## src/rtl/seq_alu_pkg.sv

```systemverilog
// Shared types for the sequential ALU:
// opcodes, flag bit positions and FSM states.
package seq_alu_pkg;

  typedef enum logic [3:0] {
    OP_ADD = 4'd0,
    OP_SUB = 4'd1,
    OP_AND = 4'd2,
    OP_OR  = 4'd3,
    OP_EOR = 4'd4,
    OP_BIC = 4'd5,
    OP_RSB = 4'd6,
    OP_CMP = 4'd7,
    OP_MUL = 4'd8,
    OP_LSL = 4'd9,
    OP_LSR = 4'd10
  } op_e;

  localparam int FLG_N = 3;
  localparam int FLG_Z = 2;
  localparam int FLG_C = 1;
  localparam int FLG_V = 0;

  typedef enum logic [1:0] {
    ST_IDLE = 2'd0,
    ST_MUL  = 2'd1,
    ST_HOLD = 2'd2
  } state_e;

endpackage

```

## src/rtl/seq_alu_mul.sv

```systemverilog
// Shift-add multiplier, one multiplier bit per cycle;
// bit 0 is folded into the start cycle.
module seq_alu_mul #(
  parameter int WIDTH = 8
) (
  input  logic               clk,
  input  logic               rst_n,
  input  logic               start,
  input  logic [WIDTH-1:0]   a,
  input  logic [WIDTH-1:0]   b,
  output logic               done,
  output logic [2*WIDTH-1:0] prod
);

  localparam int CW = $clog2(WIDTH + 1);

  logic [2*WIDTH-1:0] mcand_q;
  logic [2*WIDTH-1:0] prod_q;
  logic [WIDTH-1:0]   mplier_q;
  logic [CW-1:0]      cnt_q;
  logic               busy_q;

  assign done = busy_q && (cnt_q == CW'(WIDTH));
  assign prod = prod_q;

  always_ff @(posedge clk or negedge rst_n) begin
    if (!rst_n) begin
      mcand_q  <= '0;
      prod_q   <= '0;
      mplier_q <= '0;
      cnt_q    <= '0;
      busy_q   <= 1'b0;
    end else if (start) begin
      prod_q   <= b[0] ? {{WIDTH{1'b0}}, a} : '0;
      mcand_q  <= {{(WIDTH-1){1'b0}}, a, 1'b0};
      mplier_q <= b >> 1;
      cnt_q    <= CW'(1);
      busy_q   <= 1'b1;
    end else if (done) begin
      busy_q <= 1'b0;
    end else if (busy_q) begin
      if (mplier_q[0])
        prod_q <= prod_q + mcand_q;
      mcand_q  <= mcand_q << 1;
      mplier_q <= mplier_q >> 1;
      cnt_q    <= cnt_q + CW'(1);
    end
  end

endmodule

```

## src/rtl/seq_alu.sv

```systemverilog
// Sequential ALU: single-cycle logic/arith ops,
// multi-cycle shift-add MUL, valid/ready on both sides.
module seq_alu
  import seq_alu_pkg::*;
#(
  parameter int WIDTH  = 8,
  parameter bit MUL_EN = 1'b1
) (
  input  logic             clk,
  input  logic             rst_n,
  input  logic             in_valid,
  output logic             in_ready,
  input  logic [3:0]       op,
  input  logic [WIDTH-1:0] a,
  input  logic [WIDTH-1:0] b,
  output logic             out_valid,
  input  logic             out_ready,
  output logic [WIDTH-1:0] result,
  output logic [3:0]       flags,
  output logic             equal,
  output logic             err
);

  state_e           state_q;
  logic             out_valid_q;
  logic [WIDTH-1:0] result_q;
  logic [3:0]       flags_q;
  logic             equal_q;
  logic             err_q;

  logic               accept;
  logic               mul_sel;
  logic               mul_done;
  logic [2*WIDTH-1:0] mul_prod;

  logic [WIDTH:0]   sum;
  logic [WIDTH:0]   dab;
  logic [WIDTH:0]   dba;
  logic [WIDTH:0]   shl;
  logic [WIDTH:0]   shr;
  logic             sh_zero;
  logic             sh_big;
  logic             legal;
  logic [WIDTH-1:0] alu_res;
  logic [3:0]       alu_flg;
  logic             alu_c;
  logic             alu_v;

  // HOLD releases its result in the same cycle out_ready
  // rises, so a new request may be taken in that cycle.
  assign in_ready = rst_n && (state_q != ST_MUL)
                    && (!out_valid_q || out_ready);
  assign accept   = in_valid && in_ready;
  assign mul_sel  = MUL_EN && (op == OP_MUL);

  assign sum = {1'b0, a} + {1'b0, b};
  assign dab = {1'b0, a} - {1'b0, b};
  assign dba = {1'b0, b} - {1'b0, a};
  assign shl = {1'b0, a} << b;
  assign shr = {a, 1'b0} >> b;

  assign sh_zero = (b == '0);
  assign sh_big  = (b >= WIDTH'(WIDTH));
  assign legal   = (op <= OP_LSR) && (MUL_EN || op != OP_MUL);

  always_comb begin
    alu_res = '0;
    alu_c   = 1'b0;
    alu_v   = 1'b0;
    case (op)
      OP_ADD: begin
        alu_res = sum[WIDTH-1:0];
        alu_c   = sum[WIDTH];
        alu_v   = (a[WIDTH-1] == b[WIDTH-1])
                  && (sum[WIDTH-1] != a[WIDTH-1]);
      end
      OP_SUB, OP_CMP: begin
        alu_res = dab[WIDTH-1:0];
        alu_c   = ~dab[WIDTH];
        alu_v   = (a[WIDTH-1] != b[WIDTH-1])
                  && (dab[WIDTH-1] != a[WIDTH-1]);
      end
      OP_RSB: begin
        alu_res = dba[WIDTH-1:0];
        alu_c   = ~dba[WIDTH];
        alu_v   = (a[WIDTH-1] != b[WIDTH-1])
                  && (dba[WIDTH-1] != b[WIDTH-1]);
      end
      OP_AND: alu_res = a & b;
      OP_OR:  alu_res = a | b;
      OP_EOR: alu_res = a ^ b;
      OP_BIC: alu_res = a & ~b;
      OP_LSL: begin
        if (sh_zero) begin
          alu_res = a;
        end else if (!sh_big) begin
          alu_res = shl[WIDTH-1:0];
          alu_c   = shl[WIDTH];
        end
      end
      OP_LSR: begin
        if (sh_zero) begin
          alu_res = a;
        end else if (!sh_big) begin
          alu_res = shr[WIDTH:1];
          alu_c   = shr[0];
        end
      end
      default: ;
    endcase
    alu_flg        = '0;
    alu_flg[FLG_N] = alu_res[WIDTH-1];
    alu_flg[FLG_Z] = (alu_res == '0);
    alu_flg[FLG_C] = alu_c;
    alu_flg[FLG_V] = alu_v;
    if (!legal) begin
      alu_res = '0;
      alu_flg = '0;
    end
  end

  generate
    if (MUL_EN) begin : g_mul
      seq_alu_mul #(.WIDTH(WIDTH)) u_mul (
        .clk   (clk),
        .rst_n (rst_n),
        .start (accept && mul_sel),
        .a     (a),
        .b     (b),
        .done  (mul_done),
        .prod  (mul_prod)
      );
    end else begin : g_nomul
      assign mul_done = 1'b0;
      assign mul_prod = '0;
    end
  endgenerate

  always_ff @(posedge clk or negedge rst_n) begin
    if (!rst_n) begin
      state_q     <= ST_IDLE;
      out_valid_q <= 1'b0;
      result_q    <= '0;
      flags_q     <= '0;
      equal_q     <= 1'b0;
      err_q       <= 1'b0;
    end else begin
      case (state_q)
        ST_IDLE, ST_HOLD: begin
          if (state_q == ST_HOLD && out_ready) begin
            state_q     <= ST_IDLE;
            out_valid_q <= 1'b0;
          end
          if (accept) begin
            equal_q <= (a == b);
            if (mul_sel) begin
              state_q     <= ST_MUL;
              out_valid_q <= 1'b0;
            end else begin
              state_q     <= ST_HOLD;
              out_valid_q <= 1'b1;
              result_q    <= alu_res;
              flags_q     <= alu_flg;
              err_q       <= ~legal;
            end
          end
        end
        ST_MUL: begin
          if (mul_done) begin
            state_q        <= ST_HOLD;
            out_valid_q    <= 1'b1;
            result_q       <= mul_prod[WIDTH-1:0];
            flags_q        <= '0;
            flags_q[FLG_N] <= mul_prod[WIDTH-1];
            flags_q[FLG_Z] <= (mul_prod[WIDTH-1:0] == '0);
            flags_q[FLG_C] <= |mul_prod[2*WIDTH-1:WIDTH];
            err_q          <= 1'b0;
          end
        end
        default: state_q <= ST_IDLE;
      endcase
    end
  end

  assign out_valid = out_valid_q;
  assign result    = result_q;
  assign flags     = flags_q;
  assign equal     = equal_q;
  assign err       = err_q;

endmodule

```

## config.mk

```make
export PLATFORM = sky130hd
export DESIGN_NAME = seq_alu
export DESIGN_NICKNAME = d
export VERILOG_FILES = /design/src/rtl/seq_alu_pkg.sv /design/src/rtl/seq_alu_mul.sv /design/src/rtl/seq_alu.sv
export SDC_FILE = /design/constraint.sdc
export NUM_CORES = 1
export LEC_CHECK = 0
export ABC_AREA = 1
export BUFFER_PORTS_ARGS = -buffer_cell sky130_fd_sc_hd__buf_2
export CORE_ASPECT_RATIO = 1.1
export CORE_MARGIN = 3
export CORE_UTILIZATION = 36
export CTS_CLUSTER_DIAMETER = 120
export DETAILED_ROUTE_END_ITERATION = 7
export PLACE_DENSITY = 0.51
export SLEW_MARGIN = 20
export SYNTH_ARGS = -nofsm -noshare
export SYNTH_HDL_FRONTEND = slang
export SYNTH_HIERARCHICAL = 1
export SYNTH_SLANG_ARGS = --single-unit
```

## constraint.sdc

```tcl
create_clock -name clk -period 3.35 [get_ports clk]
set_input_delay 0.335 -clock clk [delete_from_list [all_inputs] [get_ports clk]]
set_output_delay 0.335 -clock clk [all_outputs]
set_load 0.02 [all_outputs]
```

After elaboration in Yosys (flattened, before gate mapping)
Cells that the tools add are included.
Widths: inputs -> output; s select.
{ "classes": {"mux": 50, "addsub": 5, "magnitude_cmp": 2, "n_reduce_logical": 29, "n_eq_ne": 25, "shift": 2, "bitwise": 8} }
{ "ops": {"columns": ["operator", "count"], "rows": [
  ["$mux 16", 7],
  ["$mux 8", 12],
  ["$pmux 8 s9", 1],
  ["$mux 4", 7],
  ["$logic_not 8->1", 3],
  ["$sub 8x8->9", 2],
  ["$add 16x16->16", 1],
  ["$and 8x8->8", 2],
  ["$eq 4x3->1 const B", 4],
  ["$eq 4x4->1 const B", 4],
  ["$pmux 8 s2", 1],
  ["$mux 1", 12],
  ["$add 8x8->9", 1],
  ["$logic_and 1x1->1", 9],
  ["$shl 8x8->9", 1],
  ["$shr 9x8->9", 1],
  ["$eq 4x2->1 const B", 2],
  ["$eq 8x8->1", 1],
  ["$ge 8x4->1 const B", 1],
  ["$mux 2", 4],
  ["$not 8->8", 1],
  ["$or 8x8->8", 1],
  ["$pmux 4 s2", 1],
  ["$reduce_bool 2->1", 4],
  ["other kinds (25)", 38]
]} }
{ "totals": {"regBits": 62, "input_bits": 24, "word_cells": 132} }

Logic depth before layout (Yosys ltp)
{ "logic_depth": {"word_depth": 9, "ltp_mapped": 19, "ltp_nobuf": 18} }

Cells and area by module
Netlist, hierarchy kept.
{ "modules_own_cells": {"columns": ["mod", "instances", "area_each_um2", "seq_area_each_um2", "cells_each"], "rows": [
  ["seq_alu", 1, 3241.9, 400.4, 570],
  ["seq_alu_mul", 1, 2825.2, 1076.0, 372]
]} }

Worst setup path after synthesis
OpenSTA, ideal clock, no wires.
{ "synth_path": {"path_type": "input port to flip-flop", "from": "input b[1]", "to": "register flags_q[2] (netlist: flags[2])", "stages": 19, "arrival_ns": 2.324, "setup_slack_ns": 0.954, "setup_time_ns": 0.071, "n_path_buf": 2, "path_cell_list": "buf_2 -> clkinv_1 -> buf_2 -> ha_1 -> nor2_1 -> nand2_1 -> nand2_1 -> nand2_1 -> nand2_1 -> nand2_1 -> nand2_1 -> nor2_1 -> nor2_1 -> nand2_1 -> nor2_1 -> nand3_1 -> nor2_1 -> nor2_1 -> nor2_1"} }
{ "synth_via": {"elab_chain_cells": 9, "elab_cells_between_ends": 22, "classes_between": "add/sub: 3; order compare: 1; shift: 2; mux: 9; bitwise: 5; reduce/logical: 2"} }
{ "synth_rtl": {"columns": ["element", "line_no", "source"], "rows": [
  ["start, declared", "seq_alu.sv:15", "input logic [WIDTH-1:0] b,"],
  ["$ge 8x4->1, or another cell as far along", "seq_alu.sv:63", "assign sh_big = (b >= WIDTH'(WIDTH));"],
  ["$mux 8 (on tied branches)", "seq_alu.sv:104, seq_alu.sv:96", null],
  ["$mux 8 (on tied branches)", "seq_alu.sv:102, seq_alu.sv:94", null],
  ["$pmux 8 s9 (*)", "seq_alu.sv:70", "case (op)"],
  ["$logic_not 8->1 (*)", "seq_alu.sv:113", "alu_flg[FLG_Z] = (alu_res == '0);"],
  ["$mux 4 (*)", "seq_alu.sv:116", "if (!legal) begin"],
  ["$mux 4 (*)", "seq_alu.sv:156", "if (mul_sel) begin"],
  ["$mux 4 (*)", "seq_alu.sv:154", "if (accept) begin"],
  ["$pmux 4 s2 (*)", "seq_alu.sv:148", "case (state_q)"],
  ["end signal, assigned", "seq_alu.sv:163", "flags_q <= alu_flg;"],
  ["end signal, assigned by index", "seq_alu.sv:174", "flags_q[FLG_N] <= mul_prod[WIDTH-1];"],
  ["end signal, assigned by index", "seq_alu.sv:175", "flags_q[FLG_Z] <= (mul_prod[WIDTH-1:0] == '0);"],
  ["end, declared", "seq_alu.sv:27", "logic [3:0] flags_q;"]
]} }
Mark *: on every way between the ends. The rest lies on a longest branch, timed or not. The select of a mux whose other input is x is not followed.
A chain may end at the register's enable or synchronous reset.

Worst setup path in the final report
{ "layout_path": {"from": "input b[3]", "to": "register flags_q[2] (netlist: flags[2])"} }
The elaborated chain is that of the path after synthesis.

==> run summary <==
Post-synth top area cell -> dfrtp_1
Area grow syn2layout -> 11.8%
Skew-Pair Late Insertion Delay -> 0.33 ns
Core Util, Final -> 41.3%
Ys Warns -> 6
Critical path data arrival time -> 2.76 ns
Post-Syn Instances -> 942
RSZ-0062 raised after global routing -> false
TritonCTS Buffers -> 9
Final Hold Vio Count -> 0
N_diodes -> 0
GR Util met1 -> 30.3%
Slew margin rel. -> 48.6%
Std cell rows -> 49
Post-Syn Area -> 0.00607 mm2
Drt pass-1 iters -> 5
GPL Wtd Cong -> 0.972
# H-tree levels -> 3
Clock Pin Slew Worst Setup and Hold Paths -> 0.05 ns
FF+latch count, synth -> 59
Setup TNS -> 0 ns
DRC violations left -> 0
Critical path class -> in -> reg
Startpoint types -> input port
Slew Limit Fails -> 0
Overall die area -> 0.0184 mm2
Cell area after placement -> 0.00644 mm2
Critical Path Max Stage Delay -> 0.56 ns
Worst-Margin Slew -> 0.772 ns
# resized after CTS -> 0
Wirelength per Cell -> 16.8 um
GR peak layer -> met2
DR iter-0 viols -> 599
Crit. End Element -> flip-flop
Fraction of final layout cells sized beyond drive strength 1 -> 12.0%
Clk root buf -> clkbuf_16
GRT Util Overall -> 22.2%
Asr flop ratio synth -> 100%
Post-layout nets -> 1056
Global route total overflow -> 0
Largest net degree at the start of global routing -> 60
Leak -> 3.57 nW
GR met2 Demand/Resource -> 34.2%
Final setup violation count -> 0
CP required -> 3.61 ns
Initial antenna violation count -> 1
Worst vdd ir -> 0.221 mV
Reg2reg setup slack -> 1.04 ns
Io pins -> 40
IO Port Bufs -> 39
Routed via count -> 6236
Commonest cells post-synth -> 277 x nand2_1, 109 x nand3_1, 108 x inv_1
Syn_nets -> 1018
Primary FF master, synth -> dfrtp_1
Post-synth EDFFs -> 0
Avg Cell Area, Syn -> 6.44 um2
Yosys cell types -> 57
CTS tree -> done
Non-filler cells, final -> 1189
Largest cells by area after synthesis -> dfrtp_1 24%, nand2_1 17%, ha_1 9.9%
Post-Route WL -> 20.0 mm
Status -> finished, final reports clean
Vias in the first global route -> 5917
Hold WC Path Type -> in -> async
Maxcap violations -> 0
Routed Antenna Nets -> 0
Critical Path Slowest Stage Cell -> ha_1
CP dominant cell by count -> nor2_1
Postcts setup bufs -> 0
Starting Density -> 36.9%
Chip Width -> 130 um
Met3 Usage GRT -> 5.29%
Crit path time final -> 2.50 ns
First-pass GRT wire length -> 32.2 mm
Dpl cells -> 1173
Clock sink total -> 59
Max clock buf depth -> 2
Final Cycle Share -> 74.6%
Top-area cell type share of the netlist area -> 24.3%
Achievable clock frequency -> 0.400 GHz
Design Area, Final -> 0.00679 mm2
DIE HEIGHT -> 142 um
Most common cell in the netlist -> nand2_1
Core Footprint -> 0.0164 mm2
Dpl hpwl -> 15.6 mm
Cell Pwr Density -> 598 mW/mm2
Via density per instance -> 5.24
Clock Skew -> 0.0104 ns
Crit path cell chain -> buf_2 -> inv_1 -> ha_1 -> inv_1 -> a21oi_1 -> nand2_1 -> nand2_1 -> nand2_1 -> nor2_1 -> nor2_1 -> nor2_1 -> nand3_1 -> nor2_1 -> nand3_1 -> nor2_1 -> nor2_1 -> nor2_1
Critical path fanouts, max -> 11
Sequential element share of the synthesized area -> 24.3%
Hold buffers post-CTS -> 0
cells by family after synthesis:
logic type,count (synthesis),share of synthesized area (%)
AO/OA/AOI/OAI,144,14.2
XOR/XNOR,4,0.578
adder cells (fa/ha/maj),52,11.2
flip-flops,59,24.3
buffers and inverters,145,10.5
AND/OR/NAND/NOR,538,39.1
routing by layer:
metal  routed length [um]  part of all wire (%)
met5                   13                 0.065
met2                 8940                    45
met4                  597                   3.0
met1                 9290                    47
met3                 1130                   5.7
critical path: cells and delay by family:
kind / cells / cell delay, ns
AND/OR/NAND/NOR: 12 / 1.08
adder cells (fa/ha/maj): 1 / 0.56
buffers and inverters: 3 / 0.52
AO/OA/AOI/OAI: 1 / 0.26
power by group:
part	internal, mW	switching, mW	leakage [nW]	total [mW]
Clock	0.732	0.347	0.167	1.08
Sequential	0.971	0.219	0.773	1.19
Combinational	0.616	1.17	2.64	1.79
Total	2.32	1.74	3.57	4.06
area by class of cell:
type                       instances  area, um2
clock buffer                       9        225
clock inverter                     7        124
fill                            1803       9650
inverter                         119        452
multi-input combinational        738       3950
sequential                        59       1480
tap                              204        255
timing repair buffer              53        300
path summary, 6_finish.rpt:
kind,from,end,cells past startpoint
min in group clk,b[7],g_mul.u_mul/mplier_q[6],3
worst min-delay path,rst_n,state_q[0],2
max in group asynchronous,rst_n,g_mul.u_mul/prod[8],2
worst max register to register,state_q[0],g_mul.u_mul/mplier_q[1],11
worst min register to register,equal,equal,2
worst max-delay path,b[3],flags[2],17
placed cells by master (no fill, tap or decap), types with 3 or more instances in the layout:
master,synthesis,layout
o221ai_1,4,4
nand3_2,3,3
nand2_1,277,277
or2_2,5,5
o22ai_1,12,12
a22oi_1,3,3
nand4_2,3,3
o21ai_1,10,10
bufinv_16,0,3
buf_4,1,14
nand4_1,17,17
nand2_2,4,4
inv_1,108,108
dfrtp_1,59,59
buf_2,11,39
nor3_1,4,4
nor2_2,9,9
nor4_1,3,3
o21ai_0,36,36
nor2_1,93,93
a21oi_1,51,51
o21ai_2,4,4
inv_2,9,9
clkbuf_16,0,9
fa_1,4,4
o211ai_1,4,4
a31oi_1,4,4
inv_6,1,3
nand3_1,109,109
ha_1,48,48
xnor2_1,3,3
stage by stage:
stage | power [mW] | setup WS (ns) | hold slack [ns]
after floorplan | 2.48 | 0.954 | 0.0394
final | 4.06 | 0.851 | 0.177
after global placement | 2.99 | 0.581 | 0.465
after detailed placement | 2.99 | 0.575 | 0.463
after global routing | 4.42 | 0.546 | 0.273
after CTS | 4.10 | 0.914 | 0.225
state kept, by name, summed over array words and instances, names as in the netlist:
signal / flops
equal: 1
err: 1
flags: 3
g_mul.u_mul/busy_q: 1
g_mul.u_mul/cnt_q: 4
g_mul.u_mul/mcand_q: 15
g_mul.u_mul/mplier_q: 7
g_mul.u_mul/prod: 16
out_valid: 1
result: 8
state_q: 2
Note: power is estimated with default switching activity, not from simulation.
